===== src/rtl/fetch_ctrl_pkg.sv =====
// Shared types and constants for the instruction fetch controller.
// Imported by the fetch interface, the next-PC selector and the fetch_ctrl top.
package fetch_pkg;

  localparam int INSTR_W = 32;
  localparam int PC_INC  = 4;

  typedef enum logic [1:0] {
    FS_BOOT  = 2'd0,
    FS_FETCH = 2'd1,
    FS_HOLD  = 2'd2
  } fetch_state_e;

endpackage


===== src/rtl/fetch_ctrl_if.sv =====
// Fetch-side bundle: redirect and stall controls, the instruction memory port and the decode slot.
// The master modport is the fetch controller; the slave modport is its environment.
interface fetch_ctrl_if #(
  parameter int N = 64
);

  logic                         PCSrc_F;
  logic [N-1:0]                 PCBranch_F;
  logic                         stall_D;
  logic                         imem_ready;
  logic [fetch_pkg::INSTR_W-1:0] imem_rdata;
  logic                         imem_req;
  logic [N-1:0]                 imem_addr_F;
  logic [fetch_pkg::INSTR_W-1:0] instr_F;
  logic [N-1:0]                 pc_F;
  logic                         instr_valid_F;

  modport master (
    input  PCSrc_F,
    input  PCBranch_F,
    input  stall_D,
    input  imem_ready,
    input  imem_rdata,
    output imem_req,
    output imem_addr_F,
    output instr_F,
    output pc_F,
    output instr_valid_F
  );

  modport slave (
    output PCSrc_F,
    output PCBranch_F,
    output stall_D,
    output imem_ready,
    output imem_rdata,
    input  imem_req,
    input  imem_addr_F,
    input  instr_F,
    input  pc_F,
    input  instr_valid_F
  );

endinterface


===== src/rtl/fetch_ctrl_pc_next.sv =====
// Next-PC selection: redirect (word aligned) beats sequential advance, otherwise hold.
// The increment wraps modulo 2^N silently.
module fetch_pc_next
  import fetch_pkg::*;
#(
  parameter int N = 64
) (
  input  logic [N-1:0] pc,
  input  logic         redirect,
  input  logic [N-1:0] target,
  input  logic         advance,
  output logic [N-1:0] pc_next
);

  logic [N-1:0] pc_inc;
  logic [N-1:0] target_aligned;
  logic         unused_target_lsb;

  assign pc_inc            = pc + N'(PC_INC);
  assign target_aligned    = {target[N-1:2], 2'b00};
  // Low target bits are discarded by alignment.
  assign unused_target_lsb = ^target[1:0];

  always_comb begin
    pc_next = pc;
    if (redirect) begin
      pc_next = target_aligned;
    end else if (advance) begin
      pc_next = pc_inc;
    end
  end

endmodule


===== src/rtl/fetch_ctrl.sv =====
// Instruction fetch controller: BOOT/FETCH/HOLD FSM with a single registered decode slot.
// Optional performance counters are built when FETCH_CTRL_PERF_EN is defined.
module fetch_ctrl
  import fetch_pkg::*;
#(
  parameter int           N        = 64,
  parameter logic [N-1:0] RESET_PC = '0
) (
  input  logic clk,
  input  logic reset,
  fetch_ctrl_if.master bus
`ifdef FETCH_CTRL_PERF_EN
  ,
  output logic [31:0] perf_fetch_cnt,
  output logic [31:0] perf_stall_cnt
`endif
);

  localparam logic [1:0] BOOT  = FS_BOOT;
  localparam logic [1:0] FETCH = FS_FETCH;
  localparam logic [1:0] HOLD  = FS_HOLD;

  logic [1:0]         state;
  logic [1:0]         state_nxt;
  logic [N-1:0]       pc;
  logic [N-1:0]       pc_next;

  logic [INSTR_W-1:0] instr_p0;
  logic [N-1:0]       pc_p0;
  logic               vld_p0;

  logic in_fetch;
  logic slot_free;
  logic consume;
  logic redirect;
  logic accept;
  logic discard;

  assign in_fetch  = (state == FETCH);
  assign slot_free = !vld_p0 || !bus.stall_D;
  assign consume   = vld_p0 && !bus.stall_D;
  // Redirects arriving while still in BOOT are ignored.
  assign redirect  = bus.PCSrc_F && (state != BOOT);
  assign accept    = in_fetch && !redirect && bus.imem_ready && slot_free;
  assign discard   = in_fetch && !redirect && bus.imem_ready && !slot_free;

  fetch_pc_next #(
    .N(N)
  ) u_pc_next (
    .pc       (pc),
    .redirect (redirect),
    .target   (bus.PCBranch_F),
    .advance  (accept),
    .pc_next  (pc_next)
  );

  always_comb begin
    state_nxt = state;
    case (state)
      BOOT: state_nxt = FETCH;
      FETCH: begin
        if (redirect) begin
          state_nxt = FETCH;
        end else if (discard) begin
          state_nxt = HOLD;
        end
      end
      HOLD: begin
        if (redirect || !bus.stall_D) begin
          state_nxt = FETCH;
        end
      end
      default: state_nxt = BOOT;
    endcase
  end

  always_ff @(posedge clk or posedge reset) begin
    if (reset) begin
      state <= BOOT;
      pc    <= RESET_PC;
    end else begin
      state <= state_nxt;
      pc    <= pc_next;
    end
  end

  // Stage p0: decode slot register
  always_ff @(posedge clk or posedge reset) begin
    if (reset) begin
      vld_p0   <= 1'b0;
      instr_p0 <= '0;
      pc_p0    <= '0;
    end else if (redirect) begin
      vld_p0 <= 1'b0;
    end else if (accept) begin
      vld_p0   <= 1'b1;
      instr_p0 <= bus.imem_rdata;
      pc_p0    <= pc;
    end else if (consume) begin
      vld_p0 <= 1'b0;
    end
  end

  assign bus.imem_req      = in_fetch;
  assign bus.imem_addr_F   = pc;
  assign bus.instr_F       = instr_p0;
  assign bus.pc_F          = pc_p0;
  assign bus.instr_valid_F = vld_p0;

`ifdef FETCH_CTRL_PERF_EN
  function automatic logic [31:0] sat_inc(input logic [31:0] v);
    return (&v) ? v : v + 32'd1;
  endfunction

  always_ff @(posedge clk or posedge reset) begin
    if (reset) begin
      perf_fetch_cnt <= '0;
      perf_stall_cnt <= '0;
    end else begin
      if (accept) begin
        perf_fetch_cnt <= sat_inc(perf_fetch_cnt);
      end
      if (vld_p0 && bus.stall_D) begin
        perf_stall_cnt <= sat_inc(perf_stall_cnt);
      end
    end
  end
`endif

endmodule


===== src/flat_wrapper.sv =====
// flat-port wrapper written by rule: the top's interface ports become plain ports
module fetch_ctrl_flat import fetch_pkg::*;
#(
  parameter int           N        = 64,
  parameter logic [N-1:0] RESET_PC = '0
)
  (clk, reset, bus_PCSrc_F, bus_PCBranch_F, bus_stall_D, bus_imem_ready, bus_imem_rdata, bus_imem_req, bus_imem_addr_F, bus_instr_F, bus_pc_F, bus_instr_valid_F);
  fetch_ctrl_if #(.N(N)) bus_i ();
  input  logic clk;
  input  logic reset;
  input wire logic [$bits(bus_i.PCSrc_F)-1:0] bus_PCSrc_F;
  input wire logic [$bits(bus_i.PCBranch_F)-1:0] bus_PCBranch_F;
  input wire logic [$bits(bus_i.stall_D)-1:0] bus_stall_D;
  input wire logic [$bits(bus_i.imem_ready)-1:0] bus_imem_ready;
  input wire logic [$bits(bus_i.imem_rdata)-1:0] bus_imem_rdata;
  output wire logic [$bits(bus_i.imem_req)-1:0] bus_imem_req;
  output wire logic [$bits(bus_i.imem_addr_F)-1:0] bus_imem_addr_F;
  output wire logic [$bits(bus_i.instr_F)-1:0] bus_instr_F;
  output wire logic [$bits(bus_i.pc_F)-1:0] bus_pc_F;
  output wire logic [$bits(bus_i.instr_valid_F)-1:0] bus_instr_valid_F;
  assign bus_i.PCSrc_F = bus_PCSrc_F;
  assign bus_i.PCBranch_F = bus_PCBranch_F;
  assign bus_i.stall_D = bus_stall_D;
  assign bus_i.imem_ready = bus_imem_ready;
  assign bus_i.imem_rdata = bus_imem_rdata;
  assign bus_imem_req = bus_i.imem_req;
  assign bus_imem_addr_F = bus_i.imem_addr_F;
  assign bus_instr_F = bus_i.instr_F;
  assign bus_pc_F = bus_i.pc_F;
  assign bus_instr_valid_F = bus_i.instr_valid_F;
  fetch_ctrl #(.N(N), .RESET_PC(RESET_PC)) u_core (.clk(clk), .reset(reset), .bus(bus_i));
endmodule

===== config.mk =====
export PLATFORM = sky130hd
export DESIGN_NAME = fetch_ctrl_flat
export DESIGN_NICKNAME = d
export VERILOG_FILES = /design/src/rtl/fetch_ctrl_pkg.sv /design/src/rtl/fetch_ctrl_if.sv /design/src/rtl/fetch_ctrl_pc_next.sv /design/src/rtl/fetch_ctrl.sv /design/src/flat_wrapper.sv
export SDC_FILE = /design/constraint.sdc
export NUM_CORES = 1
export LEC_CHECK = 0
export CELL_PAD_IN_SITES_DETAIL_PLACEMENT = 1
export CELL_PAD_IN_SITES_GLOBAL_PLACEMENT = 1
export CORE_AREA = 4 4 160 162
export CTS_CLUSTER_SIZE = 10
export DETAILED_ROUTE_END_ITERATION = 10
export DIE_AREA = 0 0 164 166
export DONT_BUFFER_PORTS = 1
export PLACE_DENSITY = 0.53
export SYNTH_ARGS = -nofsm -noshare
export SYNTH_HDL_FRONTEND = slang
export SYNTH_HIERARCHICAL = 1
export SYNTH_SLANG_ARGS = --single-unit
export TNS_END_PERCENT = 50

===== constraint.sdc =====
create_clock -name clk -period 6.42 [get_ports clk]
set_input_delay 1.284 -clock clk [delete_from_list [all_inputs] [get_ports clk]]
set_output_delay 1.284 -clock clk [all_outputs]
set_load 0.1 [all_outputs]

# Yosys cells after proc, flatten, opt, wreduce, memory -nomap -nowiden
# Index checks and enable logic that the tools add are counted.
[classes] addsub=1 eq_ne=4 n_mux=9 bitwise_logic=1 n_reduce_logical=18
[op_table] operator="$mux W64" count=2
[op_table] operator="$add A64 B3 Y64 const B" count=1
[op_table] operator="$logic_and A1 B1 Y1" count=6
[op_table] operator="$mux W2" count=3
[op_table] operator="$pmux W2 S3" count=1
[op_table] operator="$logic_not A1 Y1" count=4
[op_table] operator="$reduce_and A2 Y1" count=2
[op_table] operator="$reduce_bool A2 Y1" count=2
[op_table] operator="$mux W1" count=3
[op_table] operator="$ne A3 B3 Y1 const B" count=1
[op_table] operator="$reduce_bool A3 Y1" count=1
[op_table] operator="$eq A2 B1 Y1 const B" count=1
[op_table] operator="$eq A2 B2 Y1 const B" count=1
[op_table] operator="$logic_not A2 Y1" count=1
[op_table] operator="$logic_or A1 B1 Y1" count=2
[op_table] operator="$ne A2 B1 Y1 const B" count=1
[op_table] operator="$not A1 Y1" count=1
[totals] register_bits=163 inputBits=101 output_inout_bits=162 wordCells=38

# Logic depth before layout (Yosys ltp)
[depth] ltp_word=9 mapped_depth=14 depth_no_buf=8

# Hierarchy
# The synthesis kept the hierarchy.
[modules_own_cells] module="fetch_ctrl" n_inst=1 cells_per_inst=282 area_each_um2=5331.4
[modules_own_cells] module="fetch_pc_next" n_inst=1 cells_per_inst=364 area_each_um2=2077.0

# Worst setup path after synthesis
# Ideal clock, no wire load.
[synth_timing] kind="input to register" from="input port bus_stall_D" to="register u_core.pc[51], in the netlist u_core/bus.imem_addr_F[51]" setup_time_ns=0.082 arrival_ns=3.910 t_required_ns=6.338 path_slack_ns=2.428 stages=13 n_path_buf=5 cell_sequence="nand2_1 nand4b_4 buf_6 buf_6 inv_1 buf_2 nand4_1 or4_1 buf_2 or4_1 buf_2 or4_1 a31oi_1"
[synth_between] elab_chain_cells=4
[synth_rtl] element="start, declared" line="flat_wrapper.sv:13" rtl="input wire logic [$bits(bus_i.stall_D)-1:0] bus_stall_D;"
[synth_rtl] element="$logic_not A1 Y1" line="fetch_ctrl.sv:40" rtl="assign slot_free = !vld_p0 || !bus.stall_D;"
[synth_rtl] element="$logic_or A1 B1 Y1" line="fetch_ctrl.sv:40"
[synth_rtl] element="$logic_and A1 B1 Y1" line="fetch_ctrl.sv:44" rtl="assign accept = in_fetch && !redirect && bus.imem_ready && slot_free;"
[synth_rtl] element="net u_core.accept" line="fetch_ctrl.sv:36" rtl="logic accept;"
[synth_rtl] element="$reduce_bool A2 Y1 (no line)"
[synth_rtl] element="end signal, assigned" line="fetch_ctrl.sv:83" rtl="pc <= pc_next;"
[synth_rtl] element="end, declared" line="fetch_ctrl.sv:25" rtl="logic [N-1:0] pc;"
# The timed path passes the listed nets, and every way through them passes these cells.
# A chain may end at the register's enable or synchronous reset.

# Worst setup path after layout
[layout_timing] from="register u_core.state[1]" to="register u_core.pc[51], in the netlist u_core/bus.imem_addr_F[51]"
[layout_lines] element="start, declared" line="fetch_ctrl.sv:23" rtl="logic [1:0] state;"
[layout_lines] element="start signal, assigned" line="fetch_ctrl.sv:82" rtl="state <= state_nxt;"
[layout_lines] element="$eq A2 B1 Y1" line="fetch_ctrl.sv:39" rtl="assign in_fetch = (state == FETCH);"
[layout_lines] element="net bus_imem_req" line="flat_wrapper.sv:16" rtl="output wire logic [$bits(bus_i.imem_req)-1:0] bus_imem_req;"
[layout_lines] element="$logic_and A1 B1 Y1 (3 in series)" line="fetch_ctrl.sv:44"
[layout_lines] element="net u_core.accept" line="fetch_ctrl.sv:36"
[layout_lines] element="$reduce_bool A2 Y1 (no line)"
# The timed path passes the listed nets, and every way through them passes these cells.

==> flow_metrics.env <==
export IMPL_fillers=2692
export IMPL_fmax_ghz=0.2133
export IMPL_cts_resized_gates=0
export IMPL_period_share_pct=73.02
export IMPL_synth_top_cell_area_share_pct=55.06
export IMPL_path_cells="nor2b_4, nand4b_4, inv_1, nand4_1, or4_1, or4_1, or4_1, a31oi_1"
export IMPL_syn_nets=748
export IMPL_avgRoutedWirePerCell_um=21.68
export IMPL_antenna_found_initial=2
export IMPL_postRouteAntennaNets=0
export IMPL_h_tree_depth=4
export IMPL_dp_hpwl_mm=15.21
export IMPL_gp_congestion=0.7394
export IMPL_holdCritPathClass="flop to flop"
export IMPL_ys_ff_latch=163
export IMPL_p_leak_nw=3.237
export IMPL_grtUsageTotal_pct=15.43
export IMPL_cp_slowest_cell="or4_1"
export IMPL_path_buf_inv=1
export IMPL_root_buffer="clkbuf_16"
export IMPL_ios=263
export IMPL_grt_pass1_vias=5591
export IMPL_final_cell_area_um2=8334
export IMPL_layout_nets=744
export IMPL_hold_end="u_core/state[0]"
export IMPL_io_buffer_count=0
export IMPL_clk_path_buf_depth=2
export IMPL_syn_area_per_cell_um2=11.47
export IMPL_max_vdd_ir_drop_v=0.0001940
export IMPL_path_class="flop to flop"
export IMPL_drtIter0Drc=248
export IMPL_syn2layout_area_growth_pct=12.50
export IMPL_final_common_cell="dfrtp_1"
export IMPL_rr_endpoint="u_core/bus.imem_addr_F[51]"
export IMPL_cp_required_ps=6760
export IMPL_drive_gt1_share_pct=20.31
export IMPL_cpLargestDelayFamily="simple AND/OR/NAND/NOR gates"
export IMPL_slowest_delay_ps=820
export IMPL_grt_max_degree=79
export IMPL_routed_wl_mm=21.27
export IMPL_start_util_pct=30.73
export IMPL_utilization_pct=34.57
export IMPL_final_cell_mix="163 x dfrtp_1, 78 x mux2_2, 56 x nand2_1"
export IMPL_core_area_um2=24110
export IMPL_cp_arrival_ps=5030
export IMPL_ff2ff_setup_slack_ps=1730
export IMPL_path_max_fanout=25
export IMPL_fin_skew_ps=10.24
export IMPL_overflow=0
export IMPL_num_vias=5179
export IMPL_placed_cell_area_um2=7752
export IMPL_synth_edf_count=0
export IMPL_synth_cell_area_um2=7408
export IMPL_synth_async_sr_flop_share_pct=100.0
export IMPL_die_area_um2=27220
export IMPL_post_synth_top_area_cell="dfrtp_1"
export IMPL_syn_inst=646
export IMPL_postCtsHoldBufs=0
export IMPL_cts_sinks=163
export IMPL_clkLatencyLatePin_ps=420
export IMPL_die_h_um=166
export IMPL_drc=0
export IMPL_outcome="finished clean"
export IMPL_drtPass1Iterations=4
export IMPL_critPathMostFrequentCell="or4_1"
export IMPL_row_count=57
export IMPL_rsz0062_at_grt="no"
export IMPL_power_mw=4.219
export IMPL_worst_pin_slew_ps=1194
export IMPL_synthDistinctLibCells=38
export IMPL_hold_viol=0
export IMPL_cts_tree="yes"
export IMPL_slew_viol_final=0
export IMPL_min_from="u_core/state[0]"
export IMPL_hold_depth=1
export IMPL_setup_viol=0
export IMPL_cp_start_kind="flop"
export IMPL_post_route_min_period_ps=4688
export IMPL_fin_setup_tns_ps=0
export IMPL_yosys_warnings=6
export IMPL_post_cts_setup_buffers=0
export IMPL_worst_r2r_cell_count=8
export IMPL_yosys_top_cells_area="dfrtp_1 55%, mux2_2 12%, xnor2_1 3.2%"
export IMPL_cts_clk_slew_worst_paths_ps=70
export IMPL_maxCapViolCount=0
export IMPL_powerDensity_nw_per_um2=506.3
export IMPL_synth_ff_type="dfrtp_1"
export IMPL_slew_headroom_pct=20.38
export IMPL_fp_dieW_um=164
export IMPL_numCtsBuffers=17
export IMPL_grt_pass1_wl_mm=33.26
export IMPL_worst_setup_path_end_kind="flop"
export IMPL_via_per_inst=5.279
export IMPL_r2r_start="u_core/state[1]"
export IMPL_ys_seq_area_share_pct=55.06
==> state kept, by name, summed over array words and instances, names as in the netlist <==
name	count
u_core/bus.imem_addr_F	64
u_core/bus.instr_F	32
u_core/bus.instr_valid_F	1
u_core/bus.pc_F	64
u_core/state	2
==> cell usage after synthesis (12+ instances only) <==
master      n
dfrtp_1   163
mux2_2     78
nand2_1    56
o21ai_0    45
nor2_1     28
a31oi_1    27
xnor2_1    27
or4_1      24
nand3_1    22
clkbuf_1   21
mux2_1     18
nand4_1    17
o31ai_1    16
nor4_1     12
==> where the power goes <==
group          switching (mW)  internal (mW)
Combinational           0.208          0.180
Clock                   0.489          0.523
Sequential               1.63           1.19
==> per-stage QoR <==
step           hold slack [ps]  cells  setup slack, ps
2_1_floorplan            472.0    646            731.0
3_3_place_gp             490.5    947             1568
3_5_place_dp             518.8    947             1439
4_1_cts                  531.8    979             1674
5_1_grt                  577.5    981             1478
6_report                 523.8    981             1732
==> worst reg2reg max path, cell delays in order (launching register included) <==
cell	delay [ps]
dfrtp_1	450
nor2b_4	590
nand4b_4	570
inv_1	430
nand4_1	240
or4_1	730
or4_1	820
or4_1	610
a31oi_1	170
==> layer usage <==
| metal | track usage [%] | routed length, um |
|---|---|---|
| met5 | 0 | 0 |
| met3 | 4.914 | 1505 |
| met1 | 19.01 | 8684 |
| met2 | 26.08 | 10820 |
| met4 | 4.085 | 259 |
==> cell type report <==
type,count,area (um2),share of cell area (%)
sequential,163,4079,48.94
multi-input combinational,436,3117,37.40
clock buffer,17,425.4,5.104
tap,324,405.4,4.864
clock inverter,15,151.4,1.817
timing repair buffer,15,112.6,1.351
inverter,9,38.79,0.4654
antenna,2,5.005,0.06005
==> worst max path at each step <==
| stage | to | from | depth (start not counted) |
|---|---|---|---|
| 3_3_place_gp | u_core/bus.imem_addr_F[55] | bus_stall_D | 8 |
| 5_1_grt | u_core/bus.imem_addr_F[55] | u_core/state[0] | 8 |
| 4_1_cts | u_core/bus.imem_addr_F[55] | u_core/state[1] | 8 |
| 2_1_floorplan | u_core/bus.imem_addr_F[0] | reset | 1 |
| 6_report | u_core/bus.imem_addr_F[51] | u_core/state[1] | 8 |
| 3_5_place_dp | u_core/bus.imem_addr_F[55] | bus_stall_D | 8 |
==> cell families after synthesis <==
kind of cell             Yosys count  synth area share, %
AND/OR/NAND/NOR                  210                15.47
flip-flops                       163                55.06
multiplexers                      97                14.73
AO/OA/AOI/OAI                     93                7.465
buffers and inverters             47                2.972
XOR/XNOR                          35                4.138
adder cells (fa/ha/maj)            1               0.1689
(Power assumes the default switching activity.)
==> RTL change: new RTL, same flow settings <==
The package constant `INSTR_W` goes from 32 to 36.
--- a/src/rtl/fetch_ctrl_pkg.sv
+++ b/src/rtl/fetch_ctrl_pkg.sv
@@ -2,7 +2,7 @@
 // Imported by the fetch interface, the next-PC selector and the fetch_ctrl top.
 package fetch_pkg;
 
-  localparam int INSTR_W = 32;
+  localparam int INSTR_W = 36;
   localparam int PC_INC  = 4;
 
   typedef enum logic [1:0] {
Interface: changed (resized bus_imem_rdata and bus_instr_F); port bits go from 263 to 271. No check against the original RTL was run, so the function may have changed too.
==> RTL change against the unedited design <==
- combinational power increased by 17%
- sequential cell count up 4
- area after synthesis is 6.4% higher
- routed wire length rose by 3.9%
- clock skew rose by 0.0043 ns
- design area increased by 5.7%
- cell count up 0.31%
- first-iteration DRC count up 34%
- worst setup slack gained 0.66 ns
- global-route usage is 0.73 points higher
- power increased by 6.7%
- largest cell class unchanged
- largest power group unchanged
- highest routed layer unchanged
==> RTL change: results (changes against the unedited design) <==
- Drt first pass iters: 4 (unchanged)
- Gpl congestion: 0.721 (-2.5%)
- Status: completed
- Ys Warns: 6 (unchanged)
- Via-per-instance ratio: 5.30 (+0.41%)
- Tot GR Track Use: 16.2% (+0.73 points)
- WP data arrival: 4.36 ns (-0.67 ns)
- CTS Buf Count: 17 (unchanged)
- Compound-Gate Fraction of Synth Area: 7.02% (-0.45 points)
- Largest net degree at the start of global routing: 110 (+39%)
- Slowest stage delay, CP: 0.80 ns (-0.02 ns)
- Initial antenna violation count: 0 (-2)
- Fin nets: 753 (+1.2%)
- Initial drt markers: 332 (+34%)
- Worst Setup SP: u_core/bus.instr_valid_F
- Synth top cells by count: dfrtp_1 (167), mux2_4 (78), nand2_1 (56)
- Layout cells sized above 1: 23.0% (+2.7 points)
- Finished Layout Cells: 984 (+0.31%)
- Worst-path clk slew: 0.07 ns (about the same)
- Synth area leaders: dfrtp_1 (53%), mux2_4 (15%), mux2_2 (3.1%), xnor2_1 (3.0%), o21ai_0 (2.9%)
- Syn nets: 761 (+1.7%)
- Ant. Diodes: 0 (-2)
- Placed insts: 952 (+0.53%)
- Dpl hpwl: 15.5 mm (+2.0%)
- Post-Synth Adder-Cell Area: 0.159% (-0.010 points)
- Mapped Cells: 655 (+1.4%)
- Flop2flop setup slack: 2.39 ns (+0.66 ns)
- Maximum vdd drop: 0.000213 V (+10%)
- Worst rel slew slack: 21.5% (+1.1 points)
- CTS resizes: 0 (unchanged)
- Setup TNS: 0 ns (unchanged)
- Synth Area in XOR/XNOR: 3.89% (-0.25 points)
- WL final: 22.1 mm (+3.9%)
- Crit path max fanout: 17 (-32%)
- Mux contribution to synthesized area: 18.1% (+3.4 points)
- First-pass GRT wire length: 34.9 mm (+4.8%)
- Crit share post-route: 62.7% (-10 points)
- Clk_skew: 0.0145 ns (+0.00426 ns)
- Leakage: 3.68 nW (+14%)
RTL change: cell types whose count changed in the layout (fill, tap and decap cells not counted), sizes merged:
cell      change
clkinvlp      -1
buf           -3
dfrtp         +4
diode         -2
mux2          +4
inv           -3
bufinv        +3
clkbuf        +1
RTL change: logic make-up (layout without fill, tap and decap cells):
group / after synthesis / in the layout
flip-flops: 167 / 167
adder cells (fa/ha/maj): 1 / 1
AO/OA/AOI/OAI: 93 / 93
buffers and inverters: 48 / 53
multiplexers: 101 / 101
AND/OR/NAND/NOR: 210 / 210
XOR/XNOR: 35 / 35
RTL change: cell type report:
class	instances	area, µm²
inverter	9	38.8
clock inverter	14	201
fill	2621	15300
timing repair buffer	12	90.1
tap	324	405
multi-input combinational	440	3450
sequential	167	4180
clock buffer	18	439
RTL change: how the worst min path moves through the flow:
| stage | from | to | slack [ns] | cells after the start |
|---|---|---|---|---|
| after detailed placement | u_core/state[0] | u_core/state[0] | 0.55 | 1 |
| after floorplan | u_core/state[0] | u_core/state[0] | 0.47 | 1 |
| after global routing | u_core/state[0] | u_core/state[0] | 0.59 | 1 |
| after CTS | u_core/state[0] | u_core/state[0] | 0.56 | 1 |
| final | u_core/state[0] | u_core/state[0] | 0.57 | 1 |
| after global placement | u_core/state[0] | u_core/state[0] | 0.49 | 1 |
RTL change: metal layers:
metal	part of all wire (%)	track usage [%]	vias up
met1	43	20.9	2679
met2	49	26.5	157
met5	0	0	-
met3	6.7	4.54	20
li1	-	-	2360
met4	1.9	4.70	0
RTL change: metrics by stage:
stage               hold slack [ns]  utilization [%]  power, mW  cell area, µm²
floorplan                     0.472                -       3.27            7880
global placement              0.491             33.9       3.40            8170
detailed placement            0.551             33.9       3.42            8170
CTS                           0.562             36.5       4.56            8810
global route                  0.594             36.5       4.66            8810
finish                        0.567             36.5       4.50            8810
RTL change: power by group:
group	internal (mW)	switching [mW]	total, mW	leakage, nW
registers	1.22	1.72	2.93	1.97
clock network	0.643	0.471	1.11	0.315
logic	0.262	0.193	0.455	1.40
RTL change: worst max-delay path, delay by kind of cell, from the launching register on:
kind,cells,cell delay [ns]
AND/OR/NAND/NOR,6,2.75
AO/OA/AOI/OAI,1,0.18
buffers and inverters,1,0.23
flip-flops,1,0.77
